## config.mk

```make
export PLATFORM = sky130hd
export DESIGN_NAME = pc_fetch_ctrl_flat
export DESIGN_NICKNAME = d
export VERILOG_FILES = /design/src/rtl/pc_fetch_ctrl_pkg.sv /design/src/rtl/pc_fetch_ctrl_if.sv /design/src/rtl/pc_fetch_ctrl_target_sel.sv /design/src/rtl/pc_fetch_ctrl.sv /design/src/flat_wrapper.sv
export SDC_FILE = /design/constraint.sdc
export NUM_CORES = 1
export LEC_CHECK = 0
export CAP_MARGIN = 20
export CORE_MARGIN = 1
export CORE_UTILIZATION = 45
export CTS_CLUSTER_DIAMETER = 120
export DETAILED_ROUTE_END_ITERATION = 7
export HOLD_SLACK_MARGIN = 0.08
export PLACE_DENSITY = 0.79
export SLEW_MARGIN = 15
export SYNTH_ARGS = -nofsm -noshare
export SYNTH_HDL_FRONTEND = slang
export SYNTH_SLANG_ARGS = --single-unit
export TNS_END_PERCENT = 100
```

## constraint.sdc

```tcl
create_clock -name clk -period 8.7 [get_ports clk]
set_input_delay 1.305 -clock clk [delete_from_list [all_inputs] [get_ports clk]]
set_output_delay 1.305 -clock clk [all_outputs]
set_load 0.005 [all_outputs]
```

## src/rtl/pc_fetch_ctrl_pkg.sv

```systemverilog
// ---------------------------------------------------------------------------
// pc_fetch_ctrl_pkg
// Shared definitions for the fetch program-counter controller: default
// address width and reset vector, FSM state codes and a small state decode
// helper.
// ---------------------------------------------------------------------------
package pc_fetch_ctrl_pkg;

  localparam int          DEFAULT_XLEN         = 64;
  localparam logic [63:0] DEFAULT_RESET_VECTOR = 64'h0;

  // FSM state codes (kept as plain constants so legacy code can match them).
  localparam logic [1:0] ST_BOOT = 2'd0;
  localparam logic [1:0] ST_RUN  = 2'd1;
  localparam logic [1:0] ST_PEND = 2'd2;
  localparam logic [1:0] ST_HALT = 2'd3;

  // Named view of the same encoding, for waveform viewers and debug code.
  typedef enum logic [1:0] {
    FS_BOOT = 2'd0,
    FS_RUN  = 2'd1,
    FS_PEND = 2'd2,
    FS_HALT = 2'd3
  } fetch_state_e;

  // True in the states that are allowed to present a fetch request.
  function automatic logic is_fetching(input logic [1:0] st);
    logic r;
    case (st)
      ST_RUN:  r = 1'b1;
      ST_PEND: r = 1'b1;
      default: r = 1'b0;
    endcase
    return r;
  endfunction

endpackage

```

## src/rtl/pc_fetch_ctrl_if.sv

```systemverilog
// ---------------------------------------------------------------------------
// pc_fetch_ctrl_if
// Instruction-memory request channel (valid/ready handshake).
//   req_valid : request valid        (master -> slave)
//   req_addr  : fetch address, N bit (master -> slave)
//   req_ready : memory accepts       (slave  -> master)
// ---------------------------------------------------------------------------
interface pc_fetch_ctrl_if #(
  parameter int N = 64
);
  logic         req_valid;
  logic [N-1:0] req_addr;
  logic         req_ready;

  modport master (
    output req_valid,
    output req_addr,
    input  req_ready
  );

  modport slave (
    input  req_valid,
    input  req_addr,
    output req_ready
  );
endinterface

```

## src/rtl/pc_fetch_ctrl_target_sel.sv

```systemverilog
// ---------------------------------------------------------------------------
// pc_fetch_ctrl_target_sel
// Combinational target priority mux for the fetch controller.
// Chooses between a new trap, a new redirect and the parked pending target:
//   - a trap always wins,
//   - a redirect wins unless the parked entry is itself a trap,
//   - otherwise the parked entry is kept.
// Also produces the aligned version of the chosen target and a flag telling
// whether the raw target had any low (sub-instruction) bits set.
// Ports:
//   trap_valid_i/trap_pc_i          new trap request
//   redirect_valid_i/redirect_pc_i  new branch/jump redirect
//   pend_valid_i/pend_trap_i/pend_pc_i  parked pending slot
//   sel_trap_o      chosen entry is a trap (for slot bookkeeping)
//   sel_raw_o       chosen target as received (stored in the slot)
//   sel_pc_o        chosen target with low bits cleared (loaded into pc)
//   sel_misalign_o  chosen target had nonzero low bits
// ---------------------------------------------------------------------------
module pc_fetch_ctrl_target_sel #(
  parameter int N           = 64,
  parameter int INSTR_BYTES = 4
) (
  input  logic         trap_valid_i,
  input  logic [N-1:0] trap_pc_i,
  input  logic         redirect_valid_i,
  input  logic [N-1:0] redirect_pc_i,
  input  logic         pend_valid_i,
  input  logic         pend_trap_i,
  input  logic [N-1:0] pend_pc_i,
  output logic         sel_trap_o,
  output logic [N-1:0] sel_raw_o,
  output logic [N-1:0] sel_pc_o,
  output logic         sel_misalign_o
);

  // Low address bits that must be zero for an instruction-aligned PC.
  localparam logic [N-1:0] LOW_MASK = N'(INSTR_BYTES - 1);

  // Priority selection: trap > redirect (unless a trap is parked) > parked.
  always_comb begin
    sel_trap_o = 1'b0;
    sel_raw_o  = redirect_pc_i;
    if (trap_valid_i) begin
      sel_trap_o = 1'b1;
      sel_raw_o  = trap_pc_i;
    end else if (redirect_valid_i && !(pend_valid_i && pend_trap_i)) begin
      sel_trap_o = 1'b0;
      sel_raw_o  = redirect_pc_i;
    end else if (pend_valid_i) begin
      sel_trap_o = pend_trap_i;
      sel_raw_o  = pend_pc_i;
    end else begin
      sel_trap_o = 1'b0;
      sel_raw_o  = redirect_pc_i;
    end
  end

  assign sel_pc_o       = sel_raw_o & ~LOW_MASK;
  assign sel_misalign_o = |(sel_raw_o & LOW_MASK);

endmodule

```

## src/rtl/pc_fetch_ctrl.sv

```systemverilog
// ---------------------------------------------------------------------------
// pc_fetch_ctrl
// Front-of-IF program counter. Holds the fetch PC, presents it to
// instruction memory over a valid/ready channel, advances by INSTR_BYTES on
// every accepted request and applies traps/redirects by priority. While a
// request is held by a stalling memory, a late redirect/trap is parked in a
// one-entry pending slot so that the presented address never changes.
// Ports:
//   clk, rst            clock (rising edge), async active-high reset
//   enable_i            0 = do not raise a new request, pc holds
//   halt_req_i          stop fetching once no request is held
//   trap_valid_i/_pc_i  trap entry, highest priority
//   redirect_valid_i/_pc_i  branch/jump correction
//   mem_if (master)     req_valid / req_addr / req_ready
//   fetch_kill_o        instruction accepted this cycle must be dropped
//   misalign_o          one-cycle pulse after loading a misaligned target
//   pc_out_o            current pc (same as req_addr)
//   halted_o            controller is in HALT
// ---------------------------------------------------------------------------
module pc_fetch_ctrl
  import pc_fetch_ctrl_pkg::*;
#(
  parameter int           N            = DEFAULT_XLEN,
  parameter logic [N-1:0] RESET_VECTOR = N'(DEFAULT_RESET_VECTOR),
  parameter int           INSTR_BYTES  = 4
) (
  input  logic                   clk,
  input  logic                   rst,
  input  logic                   enable_i,
  input  logic                   halt_req_i,
  input  logic                   trap_valid_i,
  input  logic [N-1:0]           trap_pc_i,
  input  logic                   redirect_valid_i,
  input  logic [N-1:0]           redirect_pc_i,
  pc_fetch_ctrl_if.master        mem_if,
  output logic                   fetch_kill_o,
  output logic                   misalign_o,
  output logic [N-1:0]           pc_out_o,
  output logic                   halted_o
);

  localparam logic [N-1:0] STEP = N'(INSTR_BYTES);

  logic [1:0]   state_q, state_d;
  logic [N-1:0] pc_q, pc_d;
  logic         held_q, held_d;
  logic         pend_valid_q, pend_valid_d;
  logic         pend_trap_q, pend_trap_d;
  logic [N-1:0] pend_pc_q, pend_pc_d;
  logic         misalign_q, misalign_d;

  logic         req_valid;
  logic         accept;
  logic         evt;
  logic         fetch_kill;

  logic         sel_trap;
  logic [N-1:0] sel_raw;
  logic [N-1:0] sel_pc;
  logic         sel_misalign;

  pc_fetch_ctrl_target_sel #(
    .N           (N),
    .INSTR_BYTES (INSTR_BYTES)
  ) u_target_sel (
    .trap_valid_i     (trap_valid_i),
    .trap_pc_i        (trap_pc_i),
    .redirect_valid_i (redirect_valid_i),
    .redirect_pc_i    (redirect_pc_i),
    .pend_valid_i     (pend_valid_q),
    .pend_trap_i      (pend_trap_q),
    .pend_pc_i        (pend_pc_q),
    .sel_trap_o       (sel_trap),
    .sel_raw_o        (sel_raw),
    .sel_pc_o         (sel_pc),
    .sel_misalign_o   (sel_misalign)
  );

  // A raised request stays up until accepted, even if enable drops.
  assign req_valid = is_fetching(state_q) & (enable_i | held_q);
  assign accept    = req_valid & mem_if.req_ready;
  assign evt       = trap_valid_i | redirect_valid_i;

  // Next-state, pc and pending-slot logic.
  always_comb begin
    state_d      = state_q;
    pc_d         = pc_q;
    pend_valid_d = pend_valid_q;
    pend_trap_d  = pend_trap_q;
    pend_pc_d    = pend_pc_q;
    misalign_d   = 1'b0;
    fetch_kill   = 1'b0;

    if (accept) begin
      held_d = 1'b0;
    end else if (req_valid && !mem_if.req_ready) begin
      held_d = 1'b1;
    end else begin
      held_d = held_q;
    end

    case (state_q)
      ST_BOOT: begin
        state_d = ST_RUN;
        if (evt) begin
          pc_d       = sel_pc;
          misalign_d = sel_misalign;
        end else begin
          pc_d = pc_q;
        end
      end

      ST_RUN: begin
        if (evt && (!held_q || accept)) begin
          // Apply at once; an instruction accepted now is on the wrong path.
          pc_d       = sel_pc;
          misalign_d = sel_misalign;
          fetch_kill = accept;
        end else if (evt) begin
          // Request is held: park the target, keep the address stable.
          pend_valid_d = 1'b1;
          pend_trap_d  = sel_trap;
          pend_pc_d    = sel_raw;
          state_d      = ST_PEND;
        end else if (accept) begin
          pc_d = pc_q + STEP;
        end else if (halt_req_i && !held_q) begin
          state_d = ST_HALT;
        end else begin
          state_d = ST_RUN;
        end
      end

      ST_PEND: begin
        if (accept) begin
          // sel_* already folds in any event arriving in this cycle.
          fetch_kill   = 1'b1;
          pc_d         = sel_pc;
          misalign_d   = sel_misalign;
          pend_valid_d = 1'b0;
          pend_trap_d  = 1'b0;
          state_d      = ST_RUN;
        end else begin
          pend_trap_d = sel_trap;
          pend_pc_d   = sel_raw;
        end
      end

      ST_HALT: begin
        if (evt) begin
          pc_d       = sel_pc;
          misalign_d = sel_misalign;
          state_d    = ST_RUN;
        end else begin
          state_d = ST_HALT;
        end
      end

      default: begin
        state_d      = ST_BOOT;
        pend_valid_d = 1'b0;
        pend_trap_d  = 1'b0;
      end
    endcase
  end

  // State, pc, handshake and pending-slot registers.
  always_ff @(posedge clk or posedge rst) begin
    if (rst) begin
      state_q      <= ST_BOOT;
      pc_q         <= RESET_VECTOR;
      held_q       <= 1'b0;
      pend_valid_q <= 1'b0;
      pend_trap_q  <= 1'b0;
      pend_pc_q    <= {N{1'b0}};
      misalign_q   <= 1'b0;
    end else begin
      state_q      <= state_d;
      pc_q         <= pc_d;
      held_q       <= held_d;
      pend_valid_q <= pend_valid_d;
      pend_trap_q  <= pend_trap_d;
      pend_pc_q    <= pend_pc_d;
      misalign_q   <= misalign_d;
    end
  end

  assign mem_if.req_valid = req_valid;
  assign mem_if.req_addr  = pc_q;
  assign pc_out_o         = pc_q;
  assign fetch_kill_o     = fetch_kill;
  assign misalign_o       = misalign_q;
  assign halted_o         = (state_q == ST_HALT);

endmodule

```

## src/flat_wrapper.sv

```systemverilog
// flat-port wrapper written by rule: the top's interface ports become plain ports
module pc_fetch_ctrl_flat import pc_fetch_ctrl_pkg::*;
#(
  parameter int           N            = DEFAULT_XLEN,
  parameter logic [N-1:0] RESET_VECTOR = N'(DEFAULT_RESET_VECTOR),
  parameter int           INSTR_BYTES  = 4
)
  (clk, rst, enable_i, halt_req_i, trap_valid_i, trap_pc_i, redirect_valid_i, redirect_pc_i, fetch_kill_o, misalign_o, pc_out_o, halted_o, mem_if_req_valid, mem_if_req_addr, mem_if_req_ready);
  pc_fetch_ctrl_if #(.N(N)) mem_if_i ();
  input  logic clk;
  input  logic rst;
  input  logic enable_i;
  input  logic halt_req_i;
  input  logic trap_valid_i;
  input  logic [N-1:0] trap_pc_i;
  input  logic redirect_valid_i;
  input  logic [N-1:0] redirect_pc_i;
  output logic fetch_kill_o;
  output logic misalign_o;
  output logic [N-1:0] pc_out_o;
  output logic halted_o;
  output wire logic [$bits(mem_if_i.req_valid)-1:0] mem_if_req_valid;
  output wire logic [$bits(mem_if_i.req_addr)-1:0] mem_if_req_addr;
  input wire logic [$bits(mem_if_i.req_ready)-1:0] mem_if_req_ready;
  assign mem_if_req_valid = mem_if_i.req_valid;
  assign mem_if_req_addr = mem_if_i.req_addr;
  assign mem_if_i.req_ready = mem_if_req_ready;
  pc_fetch_ctrl #(.N(N), .RESET_VECTOR(RESET_VECTOR), .INSTR_BYTES(INSTR_BYTES)) u_core (.clk(clk), .rst(rst), .enable_i(enable_i), .halt_req_i(halt_req_i), .trap_valid_i(trap_valid_i), .trap_pc_i(trap_pc_i), .redirect_valid_i(redirect_valid_i), .redirect_pc_i(redirect_pc_i), .mem_if(mem_if_i), .fetch_kill_o(fetch_kill_o), .misalign_o(misalign_o), .pc_out_o(pc_out_o), .halted_o(halted_o));
endmodule
```

==> results.md, run 1 <==
* Postcts setup bufs at 0
* Worst-Margin Slew at 1.07 ns
* NetSw at 1.99 mW
* Slew Viols, Final at 0
* Routed WL at 28,600 µm
* Syn avg cell area at 8.16 µm²
* Endpoints failing hold at 0
* Setup crit end kind: output pin
* Cts bufs inserted at 17
* Setup ws final at 4.71 ns
* Status: finished, final reports clean
* Worst R2R Path Depth at 9
* Root Driver: clkbuf_16
* Post-route clock period utilization at 0.459
* Most common cell after layout, fill and taps aside: clkdlybuf4s50_1
* Proportion of netlist area held by the largest area contributor at 0.378
* Overall Global Routing Usage at 0.284
* Routed len/inst at 19.0 µm
* Hold path depth at 2
* Nets at 1,372
* Dominant cell type by area after synthesis: dfrtp_1
* Latest clock arrival within the worst-skew pair at 0.42 ns
* Vias per cell at 5.90
* M2 GR Usage at 0.406
* Peak VDD IR at 356 µV
* Pre-CTS setup slack at 4.67 ns
* First-pass GRT wire length at between 40,000 and 50,000 µm
* Die Y at roughly 140 µm
* I/O pin total at 267
* CP max FO at 5
* Pint at 2.62 mW
* Syn Std Cell Area at 0.00875 mm²
* RSZ-0062 raised after global routing: no
* Layout cells sized above 1 at 0.0739
* Layer with the highest usage: met1
* Required time of the worst setup path at about 7.4 ns
* Number of synthesized flops with an enable pin at 0
* Critical path class: in2out
* Met3 GRT Util at 0.0655
* Starting density of the core at 0.463
* Pin count of the biggest net entering global routing at 88
* R2R Path Start: u_core.state_q[0]$_DFFE_PP0P_
* Die X-Extent at 141 µm
* Total power at 4.61 mW
* Yosys cell types at 69
* CTS resizes at 0
* Synthesized instance count at 1,072
* Placer Congestion at 0.938
* Diodes inserted at 0
* Layout area overhead at 32.4%
* Met1 Resource Use GR at 0.429
* Ys flop type: dfrtp_1
* Crit path to: fetch_kill_o
* Final HPWL DP at 20,400 µm
* Top post-synthesis cells by area: dfrtp_1 38%, nand2_1 9.3%, mux2i_1 6.9%
* FFs w/ async S/R, synth at 1.00
* Flop pwr share at 0.292
* Leakage power at 4.82 nW
* Num rows at 50
* 1st-iter DRT viols at ~1,200
* Core region area at 0.0189 mm²
* Sequential fraction of the synthesis area at 0.378
* Switching share of power at 0.432
* Setup TNS at 0 ns
* Final ANT Viol Nets at 0
* Logic pwr share at 0.559
* Max-Cap Viols at 0
* Input/output buffers at between 200 and 300
* Worst reg2reg path endpoint: u_core.mem_if.req_addr[54]$_DFFE_PP0P_
* Vias in the first global route at 7,851
* Clk network pwr share at 0.150
* Clock period minus worst slack at between 3 and 4 ns
* Drt pass-1 iters at 6
* CP startpoint kind: primary input
* Worst Skew at 0.00641 ns
* Initial antenna violation count at 0
* Most frequent cells in the layout: 261 x clkdlybuf4s50_1, 217 x nand2_1, 132 x dfrtp_1
* Htree depth at 4
* Synth Warn # at 0
* Multi-input logic area at 0.00463 mm²
* Critical Path Source: enable_i
* Full die area at about 0.020 mm²
* TritonCTS clock tree: yes
* Seq cells post-synth at around 130
* Grt total ovfl at 0
* CTS Sinks at 132
* Slew Limit Headroom at 0.284
* Flop2flop setup slack at 5.59 ns
* Fill count at 1,645
* Clk slew on worst S/H paths at 0.05 ns
* Sequential cell area at around 0.0033 mm²
* Via Count at 8,877
* Pwr Density at 398 mW/mm²
* DRC violations left at 0
* Worst Path Arrival at 2.68 ns
* Hold/Removal Path Class: reg2reg
* Clk buf depth at 2
* Post-CTS Hold Fix Bufs at 0
* F_max at around 250 MHz
* Final setup fails at 0
==> cell usage after synthesis, types with 18 or more instances <==
master / count
mux2_2: 23
a22oi_1: 23
o22ai_1: 22
nand3_1: 46
clkbuf_1: 40
nand2_1: 217
dfrtp_1: 132
nor2_1: 36
mux2i_1: 60
buf_2: 18
nand4_1: 23
buf_4: 69
o21ai_0: 114
a21oi_1: 79
==> power groups by stage <==
stage / clock (mW) / sequential, mW / combinational [mW]
after floorplan: 0 / 1.23 / 1.73
after global placement: 0 / 1.32 / 2.48
after detailed placement: 0 / 1.34 / 2.55
after CTS: 0.696 / 1.33 / 2.56
after global routing: 0.722 / 1.39 / 2.80
final: 0.691 / 1.34 / 2.57
==> layer usage <==
| metal | up-vias | part of all wire | wire length [µm] |
|---|---|---|---|
| met3 | 42 | 0.099 | 2820 |
| li1 | 4089 | - | - |
| met4 | 0 | 0.018 | 521 |
| met5 | - | 0 | 0 |
| met1 | 4240 | 0.45 | 12900 |
| met2 | 506 | 0.43 | 12400 |
==> registers in the layout, indices dropped and copies added, names as in the netlist <==
name / flops
u_core.pend_valid_q: 1
u_core.state_q: 2
u_core.held_q: 1
u_core.misalign_o: 1
u_core.pend_trap_q: 1
u_core.pend_pc_q: 64
u_core.mem_if.req_addr: 62
==> area by class of cell <==
cell class,instances,area share
sequential,132,0.285
timing repair buffer,271,0.232
tap,260,0.0281
multi-input combinational,792,0.400
inverter,18,0.00605
clock inverter,8,0.00648
clock buffer,24,0.0425
==> stage by stage <==
stage	hold WS, ns	util	area, µm²	instances
finish	0.476	0.613	11600	1505
global route	0.498	0.613	11600	1505
CTS	0.476	0.613	11600	1505
detailed placement	0.462	0.583	11000	1473
global placement	0.456	0.583	11000	1473
floorplan	0.442	-	8760	1075
==> critical path, stage by stage <==
cell and delay [ns]:
clkdlybuf4s50_1 0.45, o21ba_2 0.18, nand2_1 0.11, a21oi_1 0.13, clkdlybuf4s50_1 0.51
==> cells by family after synthesis <==
logic type | after synthesis | share of synthesized area
buffers and inverters | 151 | 0.0978
DFF | 132 | 0.378
and+or+nand+nor | 412 | 0.225
adders and majority gates | 5 | 0.00715
AOI/OAI and AO/OA | 288 | 0.193
other | 1 | 0.000429
muxes | 83 | 0.0983
==> worst min path at each step <==
stage / start / to
3_5_place_dp: u_core.pend_pc_q[13]$_DFFE_PP0P_ / u_core.pend_pc_q[13]$_DFFE_PP0P_
3_3_place_gp: u_core.pend_pc_q[20]$_DFFE_PP0P_ / u_core.pend_pc_q[20]$_DFFE_PP0P_
5_1_grt: u_core.pend_pc_q[7]$_DFFE_PP0P_ / u_core.pend_pc_q[7]$_DFFE_PP0P_
6_report: u_core.pend_pc_q[7]$_DFFE_PP0P_ / u_core.pend_pc_q[7]$_DFFE_PP0P_
2_1_floorplan: u_core.pend_pc_q[48]$_DFFE_PP0P_ / u_core.pend_pc_q[48]$_DFFE_PP0P_
4_1_cts: u_core.pend_pc_q[13]$_DFFE_PP0P_ / u_core.pend_pc_q[13]$_DFFE_PP0P_
Power figures use the tool's default switching activity.
==> run 2, diff against run 1 <==
Clock period 8.7 ns to 3.9 ns, I/O delays scaled along.
==> results.md, run 2 (synthesis results as in run 1) <==
* Status: finished, final reports clean
* Worst R2R Path Depth at 8
* NetSw at 4.50 mW
* Clk network pwr share at 0.159
* Worst Path Arrival at 2.33 ns
* Critical Path Source: u_core.state_q[0]$_DFFE_PP0P_
* Initial antenna violation count at 1
* Starting density of the core at 0.463
* Vias per cell at 5.89
* Latest clock arrival within the worst-skew pair at between 0.4 and 0.5 ns
* Endpoints failing hold at 0
* Setup crit end kind: output pin
* F_max at 343 MHz
* Final setup fails at 0
* Fill count at approximately 1,600
* Switching share of power at 0.426
* CP max FO at 6
* Crit path to: fetch_kill_o
* RSZ-0062 raised after global routing: no
* Slew Viols, Final at 0
* Nets at 1,382
* Flop2flop setup slack at between 1 and 1.5 ns
* Most common cell after layout, fill and taps aside: clkdlybuf4s50_1
* Worst stage delay on the critical path at approximately 0.52 ns
* Cts bufs inserted at 17
* Routed len/inst at 19.4 µm
* CP Cell Sequence: inv_1, ha_1, o21ba_2, nand2_1, a21oi_1, clkdlybuf4s50_1
* Num rows at 50
* Clk slew on worst S/H paths at 0.06 ns
* Largest register by flop count: u_core.pend_pc_q
* Clock period minus worst slack at 2.92 ns
* Die X-Extent at 141 µm
* Overall Global Routing Usage at 0.293
* Vias in the first global route at 8,028
* Placer Congestion at 0.986
* Peak VDD IR at 428 µV
* Crit-path slowest cell: clkdlybuf4s50_1
* I/O pin total at around 270
* Leakage power at 4.91 nW
* Crit-path leading delay family: buffers and inverters
* Pint at 6.07 mW
* Slew Limit Headroom at 0.405
* Setup TNS at 0 ns
* Worst-Margin Slew at around 0.9 ns
* Max reg flops at 64
* CTS resizes at 0
* CTS Sinks at 132
* First-pass GRT wire length at 45,000 µm
* DRC violations left at 0
* Flop pwr share at 0.284
* Layout cells sized above 1 at 0.0821
* Placed Area at roughly 0.011 mm²
* Routed WL at 29,300 µm
* Core region area at 0.0189 mm²
* Critical path class: reg2out
* Final HPWL DP at 21,300 µm
* Final ANT Viol Nets at 0
* Hold/Removal Path Class: reg2reg
* Drt pass-1 iters at 6
* CP Buf/Inv Count at 2
* Finished Cell Area at 0.0118 mm²
* Finished Core Util at 0.622
* Grt total ovfl at 0
* Logic pwr share at 0.558
* Pin count of the biggest net entering global routing at 112
* Layout area overhead at 34.4%
* Clk buf depth at 2
* Die Y at 141 µm
* Htree depth at 4
* Full die area at about 0.02 mm²
* Max-Cap Viols at 0
* Worst reg2reg path endpoint: u_core.mem_if.req_addr[54]$_DFFE_PP0P_
* Root Driver: clkbuf_16
* CP startpoint kind: flip-flop
* Post-route clock period utilization at 0.748
* Via Count at 8,923
* Required time of the worst setup path at 3.31 ns
* Most frequent cells in the layout: 261 x clkdlybuf4s50_1, 217 x nand2_1, 132 x dfrtp_1
* Worst Skew at 0.00838 ns
* Postcts setup bufs at 0
* Input/output buffers at 262
* WP depth at 6
* 1st-iter DRT viols at 1,250
* Post-CTS Hold Fix Bufs at 0
* R2R Path Start: u_core.state_q[0]$_DFFE_PP0P_
* TritonCTS clock tree: yes
* Pwr Density at 899 mW/mm²
[run 2: cell count changes in the layout (fill, tap and decap cells not counted), sizes merged]
cell      change
buf          +10
bufinv        +2
clkbuf        -1
clkinv        +1
clkinvlp      -1
diode         +1
inv           -1
[run 2: worst min-delay path by stage]
stage | slack, ns | depth (start not counted) | end | startpoint
after floorplan | 0.44 | 2 | u_core.pend_pc_q[48]$_DFFE_PP0P_ | u_core.pend_pc_q[48]$_DFFE_PP0P_
after global routing | 0.49 | 2 | u_core.pend_pc_q[27]$_DFFE_PP0P_ | u_core.pend_pc_q[27]$_DFFE_PP0P_
after detailed placement | 0.46 | 2 | u_core.pend_pc_q[6]$_DFFE_PP0P_ | u_core.pend_pc_q[6]$_DFFE_PP0P_
final | 0.48 | 2 | u_core.pend_pc_q[27]$_DFFE_PP0P_ | u_core.pend_pc_q[27]$_DFFE_PP0P_
after CTS | 0.48 | 2 | u_core.pend_pc_q[6]$_DFFE_PP0P_ | u_core.pend_pc_q[6]$_DFFE_PP0P_
after global placement | 0.46 | 2 | u_core.pend_pc_q[27]$_DFFE_PP0P_ | u_core.pend_pc_q[27]$_DFFE_PP0P_
[run 2: layout make-up]
cell class,instances,area (µm²),share of cell area
diodes,1,2.50,0.000213
clock buffers,23,488,0.0415
clock inverters,9,125,0.0106
inverters,18,71.3,0.00607
multi-input cells,792,4630,0.394
flip-flops and latches,132,3300,0.281
well taps,260,325,0.0277
repair buffers,281,2810,0.239
[run 2: layer usage]
layer | part of all wire | global-route usage | wire length [µm] | vias to the layer above
met2 | 0.44 | 0.426 | 12900 | 561
met1 | 0.43 | 0.421 | 12500 | 4172
met4 | 0.029 | 0.110 | 854 | 0
li1 | - | - | - | 4125
met3 | 0.11 | 0.0699 | 3110 | 65
met5 | 0 | 0 | 0 | -
[run 2: worst reg2reg max path: cells and delay by family (launching register included)]
family          cells  cell delay, ns
fa+ha+maj           1            0.36
flops               1            0.40
compound gates      3            0.91
simple gates        3            0.94
buf+inv             1            0.07
[run 2: power by group through the flow]
stage          logic, mW  registers (mW)  clock network (mW)
2_1_floorplan       3.86            2.74                   0
3_3_place_gp        5.70            2.95                   0
3_5_place_dp        5.83            2.98                   0
4_1_cts             5.86            2.97                1.69
5_1_grt             6.45            3.10                1.74
6_report            5.90            3.00                1.68
[run 2: stage by stage]
step / setup WS [ns] / hold WS, ns / cells / power, mW
6_report: 0.982 / 0.477 / 1516 / 10.6
5_1_grt: 0.847 / 0.494 / 1516 / 11.3
4_1_cts: 0.969 / 0.476 / 1515 / 10.5
3_5_place_dp: 0.931 / 0.462 / 1483 / 8.81
3_3_place_gp: 0.955 / 0.457 / 1483 / 8.64
2_1_floorplan: 1.64 / 0.442 / 1075 / 6.60
